<file path="src/rtl/seq_divider_8by4.sv">
`default_nettype none
// ============================================================================
// Module  : seq_divider_8by4
// Brief   : Signed 8-bit / 4-bit restoring divider, one quotient bit per clock.
// Revision: 1.0 - initial release
// ============================================================================
module seq_divider_8by4 (
  input  logic       clk,
  input  logic       rst,
  input  logic       start,
  input  logic [7:0] dividend,
  input  logic [3:0] divisor,
  output logic       busy,
  output logic       done,
  output logic [7:0] quotient,
  output logic [3:0] remainder,
  output logic       dz,
  output logic       ovf
);

  typedef enum logic [1:0] {
    IDLE = 2'd0,
    DIV  = 2'd1,
    DONE = 2'd2
  } state_t;

  state_t     state_q, state_d;
  logic [2:0] cnt_q, cnt_d;
  logic       last_q, last_d;
  logic [4:0] r_q, r_d;
  logic [7:0] q_q, q_d;
  logic [3:0] d_q, d_d;
  logic       sgn_a_q, sgn_a_d;
  logic       sgn_b_q, sgn_b_d;
  logic       dz_pend_q, dz_pend_d;
  logic       ovf_pend_q, ovf_pend_d;
  logic [7:0] quot_q, quot_d;
  logic [3:0] rem_q, rem_d;
  logic       dz_q, dz_d;
  logic       ovf_q, ovf_d;

  logic       w_accept;
  logic [4:0] w_r_sh;
  logic [7:0] w_q_sh;

  always_comb begin
    state_d    = state_q;
    cnt_d      = cnt_q;
    last_d     = last_q;
    r_d        = r_q;
    q_d        = q_q;
    d_d        = d_q;
    sgn_a_d    = sgn_a_q;
    sgn_b_d    = sgn_b_q;
    dz_pend_d  = dz_pend_q;
    ovf_pend_d = ovf_pend_q;
    quot_d     = quot_q;
    rem_d      = rem_q;
    dz_d       = dz_q;
    ovf_d      = ovf_q;

    w_accept = start && ((state_q == IDLE) || (state_q == DONE));
    w_r_sh   = {r_q[3:0], q_q[7]};
    w_q_sh   = {q_q[6:0], 1'b0};

    case (state_q)
      IDLE, DONE: begin
        state_d = IDLE;
        if (w_accept) begin
          // Magnitudes fit unsigned: |-128| = 8'h80, |-8| = 4'h8
          sgn_a_d    = dividend[7];
          sgn_b_d    = divisor[3];
          q_d        = dividend[7] ? (~dividend + 8'd1) : dividend;
          d_d        = divisor[3]  ? (~divisor + 4'd1)  : divisor;
          r_d        = 5'd0;
          cnt_d      = 3'd0;
          last_d     = 1'b0;
          dz_pend_d  = (divisor == 4'h0);
          ovf_pend_d = (dividend == 8'h80) && (divisor == 4'hF);
          state_d    = DIV;
        end
      end
      DIV: begin
        if (!last_q) begin
          if (w_r_sh >= {1'b0, d_q}) begin
            r_d = w_r_sh - {1'b0, d_q};
            q_d = {w_q_sh[7:1], 1'b1};
          end else begin
            r_d = w_r_sh;
            q_d = w_q_sh;
          end
          cnt_d = cnt_q + 3'd1;
          if (cnt_q == 3'd7) begin
            last_d = 1'b1;
          end
        end else begin
          // Sign correction; outputs only ever change on the edge into DONE
          if (dz_pend_q) begin
            quot_d = 8'hFF;
            rem_d  = 4'h0;
            dz_d   = 1'b1;
            ovf_d  = 1'b0;
          end else begin
            quot_d = (sgn_a_q ^ sgn_b_q) ? (~q_q + 8'd1) : q_q;
            rem_d  = sgn_a_q ? (~r_q[3:0] + 4'd1) : r_q[3:0];
            dz_d   = 1'b0;
            ovf_d  = ovf_pend_q;
          end
          state_d = DONE;
        end
      end
      default: state_d = IDLE;
    endcase
  end

  always_ff @(posedge clk) begin
    if (rst) begin
      state_q    <= IDLE;
      cnt_q      <= 3'd0;
      last_q     <= 1'b0;
      r_q        <= 5'd0;
      q_q        <= 8'd0;
      d_q        <= 4'd0;
      sgn_a_q    <= 1'b0;
      sgn_b_q    <= 1'b0;
      dz_pend_q  <= 1'b0;
      ovf_pend_q <= 1'b0;
      quot_q     <= 8'd0;
      rem_q      <= 4'd0;
      dz_q       <= 1'b0;
      ovf_q      <= 1'b0;
    end else begin
      state_q    <= state_d;
      cnt_q      <= cnt_d;
      last_q     <= last_d;
      r_q        <= r_d;
      q_q        <= q_d;
      d_q        <= d_d;
      sgn_a_q    <= sgn_a_d;
      sgn_b_q    <= sgn_b_d;
      dz_pend_q  <= dz_pend_d;
      ovf_pend_q <= ovf_pend_d;
      quot_q     <= quot_d;
      rem_q      <= rem_d;
      dz_q       <= dz_d;
      ovf_q      <= ovf_d;
    end
  end

  assign busy      = (state_q == DIV);
  assign done      = (state_q == DONE);
  assign quotient  = quot_q;
  assign remainder = rem_q;
  assign dz        = dz_q;
  assign ovf       = ovf_q;

endmodule
`default_nettype wire
</file>
<file path="config.mk">
export PLATFORM = sky130hd
export DESIGN_NAME = seq_divider_8by4
export DESIGN_NICKNAME = d
export VERILOG_FILES = /design/src/rtl/seq_divider_8by4.sv
export SDC_FILE = /design/constraint.sdc
export NUM_CORES = 1
export LEC_CHECK = 0
export CAP_MARGIN = 5
export CORE_ASPECT_RATIO = 0.9
export CORE_MARGIN = 10
export CORE_UTILIZATION = 40
export CTS_CLUSTER_DIAMETER = 80
export CTS_CLUSTER_SIZE = 12
export DETAILED_ROUTE_END_ITERATION = 12
export RECOVER_POWER = 50
export SLEW_MARGIN = 10
export SYNTH_ARGS = -nofsm -noshare
export SYNTH_HDL_FRONTEND = slang
export SYNTH_SLANG_ARGS = --single-unit
</file>
<file path="constraint.sdc">
create_clock -name clk -period 4.31 [get_ports clk]
set_input_delay 0.431 -clock clk [delete_from_list [all_inputs] [get_ports clk]]
set_output_delay 0.431 -clock clk [all_outputs]
set_load 0.05 [all_outputs]
</file>
==> results.txt, run 1 <==
- STA classifies the critical path endpoint as a primary output.
- Starting density of the core: 0.413
- Logic depth of the worst register-to-register path: 6
- Setup repair after global routing missed its margin: no
* Pin slew with the least headroom to its limit: 862 ps
- A synthesized cell averages 8.31 µm².
* Cell area after technology mapping: 2180 µm²
* Source-to-sink clock delay at the later pin of the worst-skew pair: 290 ps
- DP HPWL: 3780 µm
- Setup violations remaining at the end of the flow were counted as 0.
- Synth warn: 0
- GR Util All Layers: 0.110
- Counting every sink on the clock net gives 40.
- Critical path class: reg2out
- H-tree level count: 2
* Worst hold path cell count: 2
- Largest stage delay, worst path: 820 ps
* Synthesized flop and latch total: 40
- Final hold vios: 0
- IR Drop Worst-Case VDD: 0.148 mV
- Series of cell instances along the critical path: nand2b_4 > inv_2 > clkdlybuf4s50_1
- The detailed router finished its first iteration with 76 violations.
- Of the post-synthesis cell area, the dominant cell type holds 0.367.
* Count of max-cap constraint violations: 0
- Counting flops with an async set or reset pin after synthesis yields a share of 0.
- After routing, the total negative slack on setup checks comes to 0 ps.
- Synthesis produced a netlist whose cell count is 263.
- Cts-stage hold buffer count: 0
- The longest clock path from root to sink contains 2 buffers.
- Die Span Y: 90.1 µm
- The worst setup path is launched from a register.
- Number of port buffers: 30
- The pre-antenna-repair detailed-routing pass consisted of 4 iterations.
* Vias per inst: 5.14
- Clock transition at the registers of the reported paths: 80 ps
- On the critical path, the stage with the largest delay is an instance of clkdlybuf4s50_1.
- Horiz. Die Dim: 97.9 µm
- On the final layout, the worst clock skew is 6.21 ps.
- Sequential cell area fraction in the yosys report: 0.367
- Final period utilization: 0.536
- The floorplan step defined a die boundary enclosing 8820 µm².
- After routing the design area is 2580 µm².
- Outcome: finished, final reports clean
- For flop-to-flop paths, the worst setup slack is 2510 ps.
- Entering global routing, the biggest net connects 19 pins.
- Vias post-DR: 1,836
- After detailed routing, the number of remaining DRC violations is 0.
- Data required time of the critical path: 3880 ps
- Number of rows created at floorplan: 25
* Path class of the lowest-slack min-delay path: reg2reg
* Synth area leaders: dfxtp_1 (37%), ha_1 (6.3%), a21oi_1 (5.7%), nand2_1 (5.0%), nor2_1 (4.8%)
- Number of antenna repair diodes: 0
- Number of buffers inserted during clock tree synthesis: 5
* Total nets after synthesis: 290
- Cell area after placement: 2520 µm²
- Number of global-route vias before repair: 1,791
- Overflow after GRT: 0
- The worst pin sits at a relative slew slack of 0.424.
- Global-route wire length before repair: 8490 µm
- The most used flip-flop cell after synthesis is dfxtp_1.
* IO Pins: 31
- Relative to the synthesized area, the layout overhead comes to 18.3%.
- In this run the power density over the cells is 323 nW/µm².
* Leading cell type in the layout, fill and taps excluded: dfxtp_1
- Gates resized during post-CTS repair numbered 0.
* Number of synthesized flops with an enable pin: 0
- Proportion of layout cells with a drive suffix above 1: 0.0517
* Biggest area consumer among synthesized cells: dfxtp_1
- The final number of max-transition violations came to 0.
- Core area: 5290 µm²
* Final-stage net count: 317
* Number of buffers inserted to repair setup after CTS: 0
- Number of fill cells: 517
- LEAKAGE: 0.973 nW
- TritonCTS built the clock tree.
- In the final routed layout, each cell accounts on average for 13.6 µm.
- Wires add up to 4850 µm.
- Arrival time reported for the critical path endpoint: 1880 ps
* Number of library cell types mapped by synthesis: 47
* Post-layout minimum cycle time: 2310 ps
- The initial antenna violation count is 0.
- DRT antenna net count: 0
- Commonest non-fill, non-tap cells in the layout: dfxtp_1 (40), nand2_1 (29), nor2_1 (28)
* GP Congestion: 0.830
- Static timing analysis puts the maximum clock frequency at 433 MHz.
* Maximum fanout along the worst path: 16
- Buffer cell driving the clock tree root: clkbuf_8
[cell usage after synthesis, types with 2 or more instances]
cell type / number
xnor2_1: 12
a311oi_1: 6
a211oi_1: 4
buf_2: 4
nor3_1: 7
a32o_1: 4
o211ai_1: 3
a21oi_1: 25
nand2_1: 29
inv_1: 14
a211o_1: 3
dfxtp_1: 40
nor4_1: 2
clkbuf_1: 6
nor2_1: 28
ha_1: 11
o21ai_0: 3
nand3_1: 6
nor2b_1: 7
o21ai_1: 5
or3_1: 3
mux2i_1: 6
nand4_1: 3
nand2b_1: 7
o31ai_1: 3
[cell families (layout without fill, tap and decap cells)]
group	Yosys count	in the layout	share of synthesized area
flops	40	40	0.367
xor+xnor	13	13	0.0521
simple gates	104	104	0.240
buf+inv	27	54	0.0521
mux	6	6	0.0275
fa+ha+maj	12	12	0.0722
compound gates	61	61	0.190
[sequential cells by signal, indices dropped and copies added, names as in the netlist]
| signal | flops |
|---|---|
| remainder | 4 |
| state_q | 2 |
| r_q | 4 |
| dz_pend_q | 1 |
| last_q | 1 |
| ovf | 1 |
| cnt_q | 3 |
| sgn_b_q | 1 |
| q_q | 8 |
| d_q | 4 |
| dz | 1 |
| sgn_a_q | 1 |
| ovf_pend_q | 1 |
| quotient | 8 |
[layer usage]
metal,share of wire,global-route usage,vias to the layer above
met1,0.52,0.145,833
met4,0.0078,0.0242,0
li1,-,-,972
met3,0.045,0.0383,6
met5,0,0,-
met2,0.43,0.169,25
[worst max-delay path: cells and delay by family, from the launching register on]
family        cells  cell delay, ps
flops             1             460
simple gates      1             170
buf+inv           2             960
[final timing paths]
kind / startpoint / to
worst max-delay path: state_q[0] / busy
worst max register to register: q_q[7] / r_q[2]
worst min-delay path: dz / dz
worst min register to register: dz / dz
[per-stage QoR]
| stage | power (mW) | util | instances | hold slack [ps] | worst slack [ps] |
|---|---|---|---|---|---|
| 2_1_floorplan | 0.559 | - | 263 | 432 | 2720 |
| 3_3_place_gp | 0.609 | 0.477 | 350 | 441 | 2060 |
| 3_5_place_dp | 0.611 | 0.477 | 350 | 445 | 2020 |
| 4_1_cts | 0.848 | 0.492 | 357 | 456 | 1980 |
| 5_1_grt | 0.889 | 0.489 | 357 | 483 | 1880 |
| 6_report | 0.834 | 0.489 | 357 | 452 | 2000 |
[power by group]
group	internal [mW]	switching (mW)	total, mW
logic	0.0836	0.103	0.186
clock network	0.110	0.126	0.236
registers	0.387	0.0248	0.412
total	0.581	0.253	0.834
[area by class of cell]
cell class              instances  area [µm²]  area share
clock buffers                   6        72.6      0.0281
flip-flops and latches         40         801       0.310
well taps                      67        83.8      0.0324
clock inverters                 1        5.00     0.00194
multi-input cells             196        1260       0.487
inverters                      16        60.1      0.0232
repair buffers                 31         304       0.118
(Power assumes the default switching activity.)
==> inputs of run 2 (changes only) <==
- clock period: 4.31 -> 2.4 ns (I/O delays scaled with it)
==> results.txt, run 2 (synthesized netlist as in run 1, its figures left out) <==
- GP Congestion: 0.823
- Relative to the synthesized area, the layout overhead comes to 22.0%.
- Horiz. Die Dim: 97.9 µm
- During placement, the flow inserted port buffers numbering 30.
* Clock sink count: 40
* Number of buffers inserted to repair setup after CTS: 0
- In this run the static leakage power is 0.983 nW.
- Detailed routing placed a total of 282 µm of wire on met3.
- Setup repair after global routing missed its margin: no
* Count of max-cap constraint violations: 0
* Source-to-sink clock delay at the later pin of the worst-skew pair: 300 ps
- Number of antenna repair diodes: 0
- The worst pin sits at a relative slew slack of 0.211.
* Maximum fanout along the worst path: 16
* Area of all placed cells without fillers: 2670 µm²
* Global-route wire length before repair: 8740 µm
- Post-layout minimum cycle time: 2120 ps
- After clock tree synthesis, the repair step resized 0 gates.
- Die Span Y: 90.1 µm
- Hold is met by 449 ps.
- In this run the top signal layer used is met4.
- The first detailed-routing pass took 4 iterations.
* Routed length per instance: 13.9 µm
* Drt drc: 0
* DRT antenna net count: 0
* Number of fill cells: 520
- The worst setup path is of the reg2out kind.
* Number of global-route vias before repair: 1,910
- For the pin with the worst max-slew slack, the measured transition is 1180 ps.
- Final-stage net count: 320
- STA classifies the critical path endpoint as a primary output.
- Clock buffer depth: 2
* GR Util All Layers: 0.116
- For this block, the via count after detailed routing is 1,903.
- The min-delay analysis places its worst path in the category reg2reg.
* DIE AREA: 8820 µm²
- Across the VDD grid, the largest voltage drop is 0.347 mV.
- In the final layout, the share of cells above drive strength 1 is 0.0680.
- The flow ran to the end, and the final reports show no timing, DRC or antenna violations.
- Internal reg-to-reg setup slack: 600 ps
- Routed wire length on met2: 2150 µm
- Summed over all layers, the routed wires come to 5030 µm.
* Core area: 5290 µm²
* Starting density of the core: 0.413
* Maximum frequency from static timing analysis: 471 MHz
* Commonest non-fill, non-tap cells in the layout: dfxtp_1 (40), nand2_1 (29), nor2_1 (28)
* H-tree level count: 2
* Clock Skew: 8.25 ps
* Clock tree from TritonCTS: done
- Of the available clock period, the critical path in the final layout requires 0.885.
- Clock-pin slew was measured on the worst setup and hold paths at 80 ps.
* Number of rows created at floorplan: 25
- Number of buffers inserted during clock tree synthesis: 5
- For this design the top-level I/O count stands at 31.
- Cell area after placement: 2540 µm²
- Buffer cell driving the clock tree root: clkbuf_8
- Leaving out fill and tap cells, the most frequent cell in the layout is dfxtp_1.
* Final hold vios: 0
- Initial DRC count: 97
- The HPWL after detailed placement is 3830 µm.
* Initial antenna violation count: 0
- Summed over all failing endpoints, the final setup total negative slack is 0 ps.
* Power density cells: 634 nW/µm²
* Power Total: 1.69 mW
* Final-report setup violation count: 0
- Maximum number of pins on one net before global-route repair: 26
- Data required time of the critical path: 2160 ps
- After detailed routing, the wire length on met1 is 2530 µm.
- The worst setup path is launched from a register.
- Overflow after GRT: 0
* Slew Limit Fails: 0
- Data arrives at the worst endpoint at 1880 ps.
* Cts-stage hold buffer count: 0
* Vias per inst: 5.27
[run 2: worst paths after layout]
kind	start	endpoint	cells after the start
max	state_q[0]	busy	3
min	remainder[3]	remainder[3]	2
max reg2reg	r_q[0]	q_q[0]	5
min reg2reg	remainder[3]	remainder[3]	2
[run 2: critical path: stages, from the launching register on]
cell and delay (ps):
dfxtp_1 480, nand2b_4 180, inv_2 120, clkdlybuf4s50_1 810
[run 2: metal layers]
metal | vias to the layer above | track usage
met3 | 8 | 0.0360
met2 | 38 | 0.174
met4 | 0 | 0.0448
li1 | 980 | -
met5 | - | 0
met1 | 877 | 0.151
[run 2: through the flow]
stage / util / std cells / setup WS, ps
after floorplan: - / 263 / 806
after global placement: 0.481 / 353 / 478
after detailed placement: 0.481 / 353 / 434
final: 0.504 / 361 / 275
after global routing: 0.504 / 361 / 166
after CTS: 0.505 / 361 / 260
[run 2: report_power, final]
group	total [mW]	switching, mW	internal, mW
Combinational	0.344	0.189	0.154
Clock	0.606	0.239	0.367
Sequential	0.742	0.0458	0.696
[run 2: area by class of cell]
cell class	instances	area, µm²	area share
multi-input combinational	196	1270	0.476
sequential	40	801	0.300
timing repair buffer	34	327	0.123
clock buffer	7	96.3	0.0362
tap	67	83.8	0.0315
inverter	16	60.1	0.0225
clock inverter	1	30.0	0.0113
==> inputs of run 3 (changes only) <==
- RECOVER_POWER: 50 -> unset
==> results.txt, run 3 (synthesized netlist as in run 1, its figures left out) <==
* Beginning of the worst register-to-register path: r_q[0]
- Walking the worst path, the cells encountered are nand2b_4 > inv_2 > clkdlybuf4s50_1.
- Maximum number of pins on one net before global-route repair: 26
- In the final layout, the share of cells above drive strength 1 is 0.0748.
- STA classifies the critical path startpoint as a register.
- Outcome: finished, final reports clean
- Among all stages on the critical path, the largest delay is contributed by clkdlybuf4s50_1.
- Buffer cell driving the clock tree root: clkbuf_8
- The die is 97.9 µm wide.
- Clock sink count: 40
- Post-route insts no fill: 361
- The floorplan step defined a core boundary enclosing 5290 µm².
- Vias per inst: 5.24
- Compared with the post-synthesis result, the final layout area differs by 22.3%.
- Setup repair after global routing left no endpoint under its margin.
* DP Worst Slack: 434 ps
- Router iterations before antenna repair: 4
- Number of port buffers: 30
- Internal reg-to-reg setup slack: 610 ps
* Maximum fanout along the worst path: 16
- Number of buffers inserted during clock tree synthesis: 5
- Resized Gates After CTS: 0
- Source-to-sink clock delay at the later pin of the worst-skew pair: 300 ps
* Vias post-DR: 1,893
* Commonest non-fill, non-tap cells in the layout: dfxtp_1 (40), clkdlybuf4s50_1 (30), nand2_1 (29)
- Data on the critical path arrives at its endpoint at 1880 ps.
- Endpoint of the lowest-slack register-to-register path: q_q[0]
* Detailed Route WL: 5020 µm
- Post-layout minimum cycle time: 2120 ps
- Largest stage delay, worst path: 810 ps
* Worst slew slack as a fraction of its limit: 0.558
- The worst setup path is captured at a primary output.
- Overflow after GRT: 0
- Count of max-cap constraint violations: 0
- Initial antenna violation count: 0
- Derived from the worst setup path, the maximum achievable clock frequency is 471 MHz.
* Drt drc: 0
* Starting density of the core: 0.413
* Number of rows created at floorplan: 25
* Initial DRC count: 94
* GR Util All Layers: 0.116
- DP HPWL: 3830 µm
* Logic depth of the worst register-to-register path: 5
- Cell count after placement: 353
* LEAKAGE: 0.966 nW
* Routed length per instance: 13.9 µm
* IO Pins: 31
* Sum Neg Setup Slack: 0 ps
* Clock Skew: 7.11 ps
- Slew Limit Fails: 0
- Pin slew with the least headroom to its limit: 664 ps
- Clock transition at the registers of the reported paths: 80 ps
* Number of buffers inserted to repair setup after CTS: 0
* Startpoint of the most critical setup path: state_q[0]
- Power density cells: 634 nW/µm²
* Data required time of the critical path: 2160 ps
* DIE AREA: 8820 µm²
* Global-route wire length before repair: 8740 µm
- Final hold vios: 0
* Final-report setup violation count: 0
- Timing endpoint of the critical path: busy
- Die Span Y: 90.1 µm
- H-tree level count: 2
- The net count of the finished layout is 320.
- Number of fill cells: 518
- In this run the worst hold path is classified as reg2reg.
* Clock buffer depth: 2
* Setup WS post-layout: 275 ps
- Leading cell type in the layout, fill and taps excluded: dfxtp_1
- Number of global-route vias before repair: 1,910
- The detail route stage leaves a number of antenna-violating nets equal to 0.
- IR Drop Worst-Case VDD: 0.346 mV
- The worst setup path is of the reg2out kind.
* Cts-stage hold buffer count: 0
- 0 antenna diodes ended up in the layout.
* Final period utilization: 0.885
* GP Congestion: 0.823
- At the end of the flow the core is filled with cells to 0.505.
- Clock tree from TritonCTS: done
[run 3: critical path: cells and delay by family, from the launching register on]
family	cells	cell delay, ps
DFF	1	480
and+or+nand+nor	1	180
buffers and inverters	2	930
[run 3: area by class of cell]
class | instances | area, µm² | area share
multi-input cells | 196 | 1270 | 0.475
flip-flops and latches | 40 | 801 | 0.300
repair buffers | 34 | 330 | 0.124
clock buffers | 7 | 96.3 | 0.0361
well taps | 67 | 83.8 | 0.0314
inverters | 16 | 60.1 | 0.0225
clock inverters | 1 | 30.0 | 0.0112
[run 3: per-layer routing]
metal,part of all wire,vias to the layer above,GRT usage,wire length [µm]
met2,0.43,35,0.174,2140
met5,0,-,0,0
met1,0.50,870,0.151,2520
met3,0.059,8,0.0360,295
li1,-,980,-,-
met4,0.013,0,0.0448,67
[run 3: worst min path at each step]
stage                  from      endpoint  cells past startpoint
6_report       remainder[3]  remainder[3]                      2
5_1_grt        remainder[3]  remainder[3]                      2
4_1_cts        remainder[3]  remainder[3]                      2
3_5_place_dp   remainder[3]  remainder[3]                      2
3_3_place_gp         d_q[3]        d_q[3]                      2
2_1_floorplan    divisor[0]        d_q[0]                      2
[run 3: report_power, final]
part           switching (mW)  internal, mW
registers              0.0459         0.696
clock network           0.238         0.367
logic                   0.189         0.157
[run 3: metrics by stage]
stage	cell area, µm²	hold WS [ps]	power, mW
final	2670	452	1.69
after global routing	2670	478	1.79
after CTS	2670	455	1.71
after detailed placement	2540	444	1.11
after global placement	2540	442	1.10
after floorplan	2180	376	1.00
